### config.mk
export PLATFORM = sky130hd
export DESIGN_NAME = regfile_wr_arb
export DESIGN_NICKNAME = d
export VERILOG_FILES = /design/src/rtl/regfile_pkg.sv /design/src/rtl/regfile_wr_arb_rr_arb2.sv /design/src/rtl/regfile_wr_arb.sv
export SDC_FILE = /design/constraint.sdc
export NUM_CORES = 1
export LEC_CHECK = 0
export ABC_AREA = 0
export CORE_UTILIZATION = 35
export DETAILED_ROUTE_END_ITERATION = 10
export GPL_ROUTABILITY_DRIVEN = 0
export HOLD_SLACK_MARGIN = 0.15
export PLACE_DENSITY_LB_ADDON = 0.15
export SYNTH_ARGS = -nofsm -noshare
export SYNTH_HDL_FRONTEND = slang
export SYNTH_SLANG_ARGS = --single-unit
### constraint.sdc
create_clock -name clk -period 3.55 [get_ports clk]
set_input_delay 0.8875 -clock clk [delete_from_list [all_inputs] [get_ports clk]]
set_output_delay 0.8875 -clock clk [all_outputs]
set_load 0.05 [all_outputs]
### src/rtl/regfile_pkg.sv
// Shared widths, register-file constants and FSM state encoding for the
// register-file write arbiter.
package regfile_pkg;

   localparam int unsigned DATA_W    = 64;
   localparam int unsigned ADDR_W    = 5;
   localparam int unsigned ZERO_REG  = 31;
   localparam int unsigned NUM_CLEAR = 31;
   localparam int unsigned CNT_W     = 5;

   typedef enum logic {
      ARB   = 1'b0,
      CLEAR = 1'b1
   } state_e;

endpackage

### src/rtl/regfile_wr_arb_rr_arb2.sv
// Two-way round-robin grant: a lone request wins outright, a tie goes to the
// requester that was not granted last (last=1 means B was granted last).
module rr_arb2 (
   input  logic [1:0] req,
   input  logic       last,
   output logic [1:0] gnt
);

   always_comb begin
      gnt = req;
      if (req == 2'b11) begin
         gnt = last ? 2'b01 : 2'b10;
      end
   end

endmodule

### src/rtl/regfile_wr_arb.sv
// Register-file write-port arbiter: round-robin between ALU (A) and load unit
// (B) writebacks, plus a sequenced clear of X0..X30.
module regfile_wr_arb #(
   parameter int unsigned DATA_W = regfile_pkg::DATA_W,
   parameter int unsigned ADDR_W = regfile_pkg::ADDR_W
) (
   input  logic              clk,
   input  logic              reset,
   input  logic              a_valid,
   input  logic [ADDR_W-1:0] a_reg,
   input  logic [DATA_W-1:0] a_data,
   output logic              a_ready,
   input  logic              b_valid,
   input  logic [ADDR_W-1:0] b_reg,
   input  logic [DATA_W-1:0] b_data,
   output logic              b_ready,
   input  logic              clear_start,
   output logic              RegWrite,
   output logic [ADDR_W-1:0] WriteRegister,
   output logic [DATA_W-1:0] WriteData,
   output logic              busy,
   output logic              clear_done,
   output logic              dropped
);

   import regfile_pkg::*;

   state_e             state_q, state_d;
   logic [CNT_W-1:0]   cnt_q, cnt_d;
   logic               last_q, last_d;
   logic               regwrite_q, regwrite_d;
   logic [ADDR_W-1:0]  wreg_q, wreg_d;
   logic [DATA_W-1:0]  wdata_q, wdata_d;
   logic               done_q, done_d;
   logic               drop_q, drop_d;

   logic [1:0]         gnt;
   logic               arb_en;
   logic               hs_a, hs_b;
   logic               clear_last;
   logic [ADDR_W-1:0]  hs_reg;
   logic [DATA_W-1:0]  hs_data;

   rr_arb2 u_rr (
      .req  ({b_valid, a_valid}),
      .last (last_q),
      .gnt  (gnt)
   );

   assign clear_last = (cnt_q == CNT_W'(NUM_CLEAR - 1));

   // State register
   always_ff @(posedge clk or posedge reset) begin
      if (reset) begin
         state_q <= ARB;
      end else begin
         state_q <= state_d;
      end
   end

   // Next-state logic
   always_comb begin
      state_d = state_q;
      case (state_q)
         ARB:     if (clear_start) state_d = CLEAR;
         CLEAR:   if (clear_last)  state_d = ARB;
         default: state_d = ARB;
      endcase
   end

   // FSM outputs
   always_comb begin
      arb_en  = (state_q == ARB) && !clear_start;
      a_ready = arb_en && gnt[0];
      b_ready = arb_en && gnt[1];
      busy    = (state_q == CLEAR);
   end

   assign hs_a    = a_valid && a_ready;
   assign hs_b    = b_valid && b_ready;
   assign hs_reg  = hs_b ? b_reg  : a_reg;
   assign hs_data = hs_b ? b_data : a_data;

   // The write port is registered; loading the clear counter value one edge
   // early keeps WriteRegister equal to the count during each CLEAR cycle.
   always_comb begin
      cnt_d      = '0;
      regwrite_d = 1'b0;
      wreg_d     = wreg_q;
      wdata_d    = wdata_q;
      drop_d     = 1'b0;
      done_d     = (state_q == CLEAR) && clear_last;
      last_d     = last_q;
      if (state_d == CLEAR) begin
         cnt_d      = (state_q == CLEAR) ? CNT_W'(cnt_q + CNT_W'(1)) : '0;
         regwrite_d = 1'b1;
         wreg_d     = ADDR_W'(cnt_d);
         wdata_d    = '0;
      end else if (hs_a || hs_b) begin
         last_d     = hs_b;
         drop_d     = (hs_reg == ADDR_W'(ZERO_REG));
         regwrite_d = !drop_d;
         wreg_d     = hs_reg;
         wdata_d    = hs_data;
      end
   end

   always_ff @(posedge clk or posedge reset) begin
      if (reset) begin
         cnt_q      <= '0;
         last_q     <= 1'b1;
         regwrite_q <= 1'b0;
         wreg_q     <= '0;
         wdata_q    <= '0;
         done_q     <= 1'b0;
         drop_q     <= 1'b0;
      end else begin
         cnt_q      <= cnt_d;
         last_q     <= last_d;
         regwrite_q <= regwrite_d;
         wreg_q     <= wreg_d;
         wdata_q    <= wdata_d;
         done_q     <= done_d;
         drop_q     <= drop_d;
      end
   end

   assign RegWrite      = regwrite_q;
   assign WriteRegister = wreg_q;
   assign WriteData     = wdata_q;
   assign clear_done    = done_q;
   assign dropped       = drop_q;

endmodule

# Word-level counts from Yosys, hierarchy flattened
# Index checks and enable logic that the tools add are counted.
[word_totals]
reg_bits = 79
[classes]
n_addsub = 1
eq_ne = 3
n_mux = 17
n_bitwise = 2
reduce_logical = 11
[ops]
columns = ["cell", "count"]
rows = [
  ["$mux 64", 3],
  ["$mux 5", 5],
  ["$eq 5x5->1 const B", 2],
  ["$logic_and 1x1->1", 6],
  ["$mux 1", 6],
  ["$add 5x1->5 const B", 1],
  ["$mux 2", 2],
  ["$eq 2x2->1 const B", 1],
  ["$logic_not 1->1", 2],
  ["$not 1->1", 2],
  ["$pmux 1 s2", 1],
  ["$reduce_and 2->1", 1],
  ["$reduce_bool 2->1", 1],
  ["$logic_or 1x1->1", 1],
]

# Longest topological paths before layout
# Gate-level depths: netlist of the first run.
[depth]
depth_word = 9
depth_mapped = 8
mapped_depth_nobuf = 6

# Modules after synthesis
# From an unflattened synthesis of the first run, not the netlist that was laid out.
[unflattened]
cells_unflattened = 358
area_unflattened_um2 = 3817.4
[modules_own_cells]
columns = ["module", "n_inst", "cells_each", "area_each_um2"]
rows = [
  ["regfile_wr_arb", 1, 355, 3798.6],
  ["rr_arb2", 1, 3, 18.8],
]

# Least setup slack after synthesis of the first run
# No wires, ideal clock.
[synth_path]
path_type = "input-to-output"
from = "in b_valid"
to = "out a_ready"
t_arrival_ns = 2.098
required_time_ns = 2.663
slack_ns = 0.564
cell_stages = 3
n_path_buf = 0
cell_sequence = "inv_1 o21ai_0 nor3_1"
[synth_between]
elab_chain_len = 3
[synth_rtl]
columns = ["element", "line_no", "rtl"]
rows = [
  ["from (decl)", "regfile_wr_arb.sv:13", "input logic b_valid,"],
  ["$eq 2x2->1", "regfile_wr_arb_rr_arb2.sv:11", "if (req == 2'b11) begin"],
  ["$mux 2", "regfile_wr_arb_rr_arb2.sv:11", ""],
  ["$logic_and 1x1->1", "regfile_wr_arb.sv:74", "a_ready = arb_en && gnt[0];"],
  ["to (decl)", "regfile_wr_arb.sv:12", "output logic a_ready,"],
]
# Every way passes these cells.

# Final worst setup path of the first run
[layout_path]
from = "in a_valid"
to = "out a_ready"
[layout_between]
elab_chain_len = 3
[layout_rtl]
columns = ["element", "line_no", "rtl"]
rows = [
  ["from (decl)", "regfile_wr_arb.sv:9", "input logic a_valid,"],
  ["$eq 2x2->1", "regfile_wr_arb_rr_arb2.sv:11", ""],
  ["$mux 2 *", "regfile_wr_arb_rr_arb2.sv:11", ""],
  ["$logic_and 1x1->1 *", "regfile_wr_arb.sv:74", ""],
]
# Mark *: on every way between the ends. The rest lies on a longest branch, timed or not.

==> results of run 1 <==
## power breakdown
| group | internal, uW | switching (uW) |
|---|---|---|
| Combinational | 405 | 499 |
| Clock | 394 | 326 |
| Sequential | 1000 | 91.1 |
| Total | 1800 | 916 |
## final timing paths
| path | end | slack, ns | depth (start not counted) |
|---|---|---|---|
| worst max-delay path | a_ready | 0.46 | 4 |
| worst min-delay path | WriteData[20] | 0.49 | 1 |
| worst max register to register | WriteData[49] | 1.61 | 7 |
| worst min register to register | WriteData[20] | 0.49 | 1 |
| max in group asynchronous | last_q | 1.92 | 3 |
| min in group asynchronous | WriteData[53] | 0.92 | 2 |
## placed cells by master (no fill, tap or decap), types with 2 or more instances in the layout
cell type,instances
nand4_1,2
inv_1,3
o21ai_0,2
ha_1,2
a31oi_1,2
mux2i_1,64
clkinvlp_4,2
nor2_1,7
buf_12,4
nand3_1,2
o2bb2ai_2,10
clkdlybuf4s50_1,215
nor2b_1,2
nand2_1,5
a2bb2oi_1,2
dfrtp_1,78
buf_4,3
o2bb2ai_1,54
clkbuf_8,9
a21oi_1,4
clkinv_2,3
bufinv_16,2
## cell usage after synthesis (3+ instances only)
| library cell | n |
|---|---|
| dfrtp_1 | 78 |
| mux2i_1 | 64 |
| o2bb2ai_1 | 54 |
| o2bb2ai_2 | 10 |
| buf_2 | 7 |
| buf_6 | 7 |
| nor2_1 | 7 |
| buf_4 | 6 |
| nand2_1 | 6 |
| a21oi_1 | 4 |
| inv_1 | 4 |
| clkbuf_1 | 3 |
## routing by layer
layer	vias to the layer above	wire length, um	track usage	part of all wire
li1	1543	-	-	-
met1	1551	4340	0.234	0.41
met2	145	5230	0.319	0.49
met3	13	901	0.0497	0.085
met4	0	153	0.0636	0.014
met5	-	0	0	0
## layout make-up
cell class / count / area [sq um] / area share
Clock buffer: 10 / 128 / 0.0202
Clock inverter: 6 / 85.1 / 0.0135
Inverter: 5 / 20.0 / 0.00317
Multi-Input combinational cell: 185 / 1680 / 0.265
Sequential cell: 79 / 1980 / 0.313
Tap cell: 136 / 170 / 0.0270
Timing Repair Buffer: 222 / 2250 / 0.357
## logic make-up (layout without fill, tap and decap cells)
logic type / count (synthesis) / in the layout / synth area share
compound gates: 88 / 88 / 0.211
xor+xnor: 1 / 1 / 0.00229
fa+ha+maj: 2 / 2 / 0.00654
buf+inv: 28 / 243 / 0.0494
flops: 79 / 79 / 0.517
mux: 64 / 64 / 0.168
simple gates: 30 / 30 / 0.0458
## worst max-delay path, delay by kind of cell
family | cells | cell delay (ns)
and+or+nand+nor | 1 | 0.33
buffers and inverters | 2 | 0.79
AOI/OAI and AO/OA | 1 | 0.20
## flip-flops by register name (all words and copies together), names as in the netlist
signal         cells
busy               1
RegWrite           1
cnt_q              5
WriteRegister      5
last_q             1
dropped            1
clear_done         1
WriteData         64
## through the flow
stage          hold slack, ns  utilization  worst slack [ns]  power, uW
6_report                0.488        0.603             0.461       2710
5_1_grt                 0.507        0.603             0.366       2840
4_1_cts                 0.495        0.603             0.452       2740
3_5_place_dp            0.473        0.583             0.474       2020
3_3_place_gp            0.471        0.583             0.509       2000
2_1_floorplan           0.459            -             0.564       1650
==> results.py, run 1 <==
metrics = {
    "run_status": {
        "status": "complete, no violations",
    },
    "yosys": {
        "netlist_area_sq_um": 3820,
        "ys_seq_elements": 79,
        "syn_inst": 292,
        "yosysWarnings": 0,
        "synth-async-reset-ratio": 1.00,
        "yosysSeqAreaShare": 0.517,
        "syn_nets": 437,
        "yosysTopAreaCell": "dfrtp_1",
        "synth_edf_count": 0,
        "netlist_top_cells_area": "dfrtp_1, mux2i_1, o2bb2ai_1",
        "ys_types": 47,
        "synth_area_per_cell_sq_um": 13.1,
        "synthFlopType": "dfrtp_1",
        "synth.top_cell.area_share": 0.510,
    },
    "worst_setup_path": {
        "startpoint": "a_valid",
        "cp_data_required_time_ns": 2.66,
        "critPathKind": "primary input to output pin",
        "rr_startpoint": "cnt_q[0]",
        "crit_fanout": 5,
        "slowest_stage": "clkdlybuf4s50_1",
        "cpPeakStageDelay_ns": 0.60,
        "start_kind": "primary input",
        "critical_path.cell_chain": "clkdlybuf4s50_1 -> o21ai_0 -> nor3_1 -> buf_12",
        "cp.arrival_ns": 2.20,
        "endpoint_kind": "output pin",
    },
    "sta": {
        "worst_slew_pin_slew_ns": 0.804,
        "finalSetupViolCount": 0,
        "fin_crit_ns": 3.09,
        "clock_skew_ns": 0.00794,
        "tns_ns": 0,
        "slew_headroom": 0.464,
        "slew_violations": 0,
        "timing.fmax_mhz": 324,
        "hold_viol_final": 0,
        "rsz0062_at_grt": "false",
        "fin_crit_sh": 0.870,
    },
    "worst_hold_path": {
        "hp-start": "WriteData[20]",
        "hp-class": "flip-flop to flip-flop",
    },
    "route": {
        "drc": 0,
        "dr.pass1.iters": 7,
        "vias": 3252,
        "totalWireLength_um": 10600,
        "postRouteAntennaNets": 0,
        "post_drt_wl_per_cell_um": 16.5,
        "drtIter0Drc": 86,
        "routed_via_density": 5.06,
    },
    "grt": {
        "grt_pass1_vias": 3318,
        "grt_max_degree": 67,
        "grt_antenna_before_repair": 0,
        "grt_pass1_wl_um": 16900,
        "grt_use_total": 0.189,
        "overflow": 0,
    },
    "clock_network": {
        "hold_buffers": 0,
        "cts_tree": "done",
        "numCtsBuffers": 9,
        "ctsResizeCount": 0,
        "htreeDepth": 3,
        "clkLatencyLatePin_ns": 0.34,
        "post_cts_buffers": 0,
        "cts.sinks": 79,
        "clk_pin_slew_ns": 0.08,
        "cts_buffer_depth": 2,
        "root_buffer": "clkbuf_8",
    },
    "layout": {
        "drive_above_1_share": 0.0888,
        "fin_area_sq_um": 6310,
        "fillCellCount": 908,
        "antenna_cells": 0,
        "stdcell_count": 643,
        "num-nets-final": 647,
        "area_delta_synth_final_pct": 65.1,
    },
    "floorplanning": {
        "die_y_um": 107,
        "dieArea_sq_um": 11300,
        "coreArea_sq_um": 10500,
        "std_cell_rows": 37,
        "die_x_um": 107,
        "ios": 218,
        "start_util": 0.365,
    },
    "placement": {
        "dp_cells": 627,
        "portBuffers": 217,
        "placed_cell_area_sq_um": 6100,
        "dp.final_hpwl_um": 7780,
    },
    "job": {
        "cap_viol_max_count": 0,
    },
    "pwr": {
        "irDropWorstVdd_mv": 0.348,
        "power.density_nw_per_um2": 430,
        "p_leak_uw": 0.00296,
    },
}
(Power assumes the default switching activity.)
==> run 2: changes to the inputs <==
--- a/config.mk
+++ b/config.mk
@@ -11,6 +11,7 @@
 export GPL_ROUTABILITY_DRIVEN = 0
 export HOLD_SLACK_MARGIN = 0.15
 export PLACE_DENSITY_LB_ADDON = 0.15
+export SLEW_MARGIN = 5
 export SYNTH_ARGS = -nofsm -noshare
 export SYNTH_HDL_FRONTEND = slang
 export SYNTH_SLANG_ARGS = --single-unit
==> results of run 2 <==
Final layout, timing and power as in run 1 (identical DEF).
==> run 3: changes to the inputs <==
--- a/config.mk
+++ b/config.mk
@@ -11,6 +11,7 @@
 export GPL_ROUTABILITY_DRIVEN = 0
 export HOLD_SLACK_MARGIN = 0.15
 export PLACE_DENSITY_LB_ADDON = 0.15
+export RECOVER_POWER = 50
 export SLEW_MARGIN = 5
 export SYNTH_ARGS = -nofsm -noshare
 export SYNTH_HDL_FRONTEND = slang
==> run 3 against run 2 <==
- the run now ends with max-capacitance violations, max-slew violations left
- sequential share of layout area rose by 0.14 points
- sequential cell count is the same
- final area down 0.44%
- cell count is the same
==> results.py, run 3 (same netlist as run 1, synthesis figures left out) <==
metrics = {
    "pwr": {
        "p_leak_uw": 0.00295,
        "power.switching_uw": 909,
        "swShare": 0.336,
        "pwr-share-clk": 0.266,
        "irDropWorstVdd_mv": 0.348,
        "pwr-share-comb": 0.331,
        "power.density_nw_per_um2": 430,
        "intPower_uw": 1800,
        "sequentialPowerShare": 0.403,
    },
    "clock_network": {
        "cts_buffer_depth": 2,
        "cts.sinks": 79,
        "clkLatencyLatePin_ns": 0.34,
        "post_cts_buffers": 0,
        "clk_pin_slew_ns": 0.07,
        "ctsResizeCount": 0,
        "htreeDepth": 3,
        "cts_tree": "done",
        "root_buffer": "clkbuf_8",
        "hold_buffers": 0,
        "numCtsBuffers": 9,
    },
    "worst_setup_path": {
        "cp_data_required_time_ns": 2.66,
        "critPathKind": "primary input to output pin",
        "endpoint_kind": "output pin",
        "start_kind": "primary input",
        "cp.arrival_ns": 2.31,
        "crit_fanout": 8,
    },
    "run_status": {
        "failed_checks": "max-capacitance violations, max-slew violations",
        "status": "finished with violations",
    },
    "placement": {
        "pre_cts_ws_ns": 0.474,
        "portBuffers": 217,
        "dp.final_hpwl_um": 7780,
    },
    "floorplanning": {
        "std_cell_rows": 37,
        "dieArea_sq_um": 11300,
        "start_util": 0.365,
        "ios": 218,
        "coreArea_sq_um": 10500,
        "die_y_um": 107,
        "die_x_um": 107,
    },
    "sta": {
        "hold_viol_final": 0,
        "clock_skew_ns": 0.00843,
        "finalSetupViolCount": 0,
        "slew_headroom": -0.00863,
        "fin_crit_sh": 0.902,
        "rsz0062_at_grt": "false",
        "fin_crit_ns": 3.20,
        "timing.fmax_mhz": 312,
        "tns_ns": 0,
        "fin_ws_ns": 0.349,
        "slew_violations": 99,
        "worst_slew_pin_slew_ns": 1.51,
    },
    "layout": {
        "largest_reg_flops": 64,
        "antenna_cells": 0,
        "num-nets-final": 647,
        "layout_common_cells": "clkdlybuf4s50_1, dfrtp_1, mux2i_1, o2bb2ai_1, clkbuf_8",
        "layout_commonest_cell": "clkdlybuf4s50_1",
        "area_delta_synth_final_pct": 64.3,
        "fillCellCount": 914,
        "drive_above_1_share": 0.0809,
    },
    "route": {
        "post_drt_wl_per_cell_um": 16.5,
        "drc": 0,
        "vias": 3254,
        "routed_via_density": 5.06,
        "dr.pass1.iters": 6,
        "postRouteAntennaNets": 0,
        "totalWireLength_um": 10600,
        "drtIter0Drc": 84,
    },
    "job": {
        "cap_viol_max_count": 2,
    },
    "grt": {
        "grt_antenna_before_repair": 0,
        "grt_max_degree": 67,
        "grt_use_total": 0.189,
        "grt_pass1_vias": 3318,
        "grt_pass1_wl_um": 16900,
        "overflow": 0,
    },
    "worst_hold_path": {
        "hp-class": "flip-flop to flip-flop",
    },
}
run 3: worst max-delay path: stages:
cell and delay [ns]:
clkdlybuf4s50_1 0.45, nor2_1 0.57, nand2_4 0.12, inv_2 0.14
buf_12 0.14
run 3: final cells by class:
class | count | area [sq um] | area share
Clock buffer | 10 | 128 | 0.0203
Clock inverter | 6 | 85.1 | 0.0135
Inverter | 5 | 20.0 | 0.00319
Multi-Input combinational cell | 185 | 1650 | 0.263
Sequential cell | 79 | 1980 | 0.315
Tap cell | 136 | 170 | 0.0271
Timing Repair Buffer | 222 | 2250 | 0.358
run 3: worst paths after layout:
kind | from | endpoint | slack (ns) | cells past startpoint
max | clear_start | b_ready | 0.35 | 5
min | WriteData[20] | WriteData[20] | 0.49 | 1
max reg2reg | busy | WriteData[30] | 0.85 | 4
min reg2reg | WriteData[20] | WriteData[20] | 0.49 | 1
max in group asynchronous | reset | last_q | 1.30 | 3
min in group asynchronous | reset | WriteData[53] | 1.35 | 2
run 3: metal layers:
layer / wire (um) / global-route usage / up-vias
li1: - / - / 1541
met1: 4370 / 0.234 / 1566
met2: 5250 / 0.319 / 134
met3: 844 / 0.0497 / 13
met4: 154 / 0.0636 / 0
met5: 0 / 0 / -
run 3: power groups by stage:
| stage | Sequential (uW) | Combinational (uW) | Clock, uW |
|---|---|---|---|
| 6_report | 1090 | 897 | 719 |
| 4_1_cts | 1090 | 912 | 740 |
| 3_3_place_gp | 1100 | 899 | 0 |
| 3_5_place_dp | 1110 | 909 | 0 |
| 5_1_grt | 1100 | 956 | 778 |
| 2_1_floorplan | 1290 | 367 | 0 |
run 3: per-stage QoR:
step	std cells	hold slack (ns)	power (uW)	instance area, sq um	util
after floorplan	292	0.459	1650	3820	-
after global placement	627	0.471	2000	6100	0.583
after detailed placement	627	0.473	2020	6100	0.583
after CTS	643	0.495	2740	6310	0.603
after global routing	643	0.507	2840	6280	0.601
final	643	0.488	2700	6280	0.601
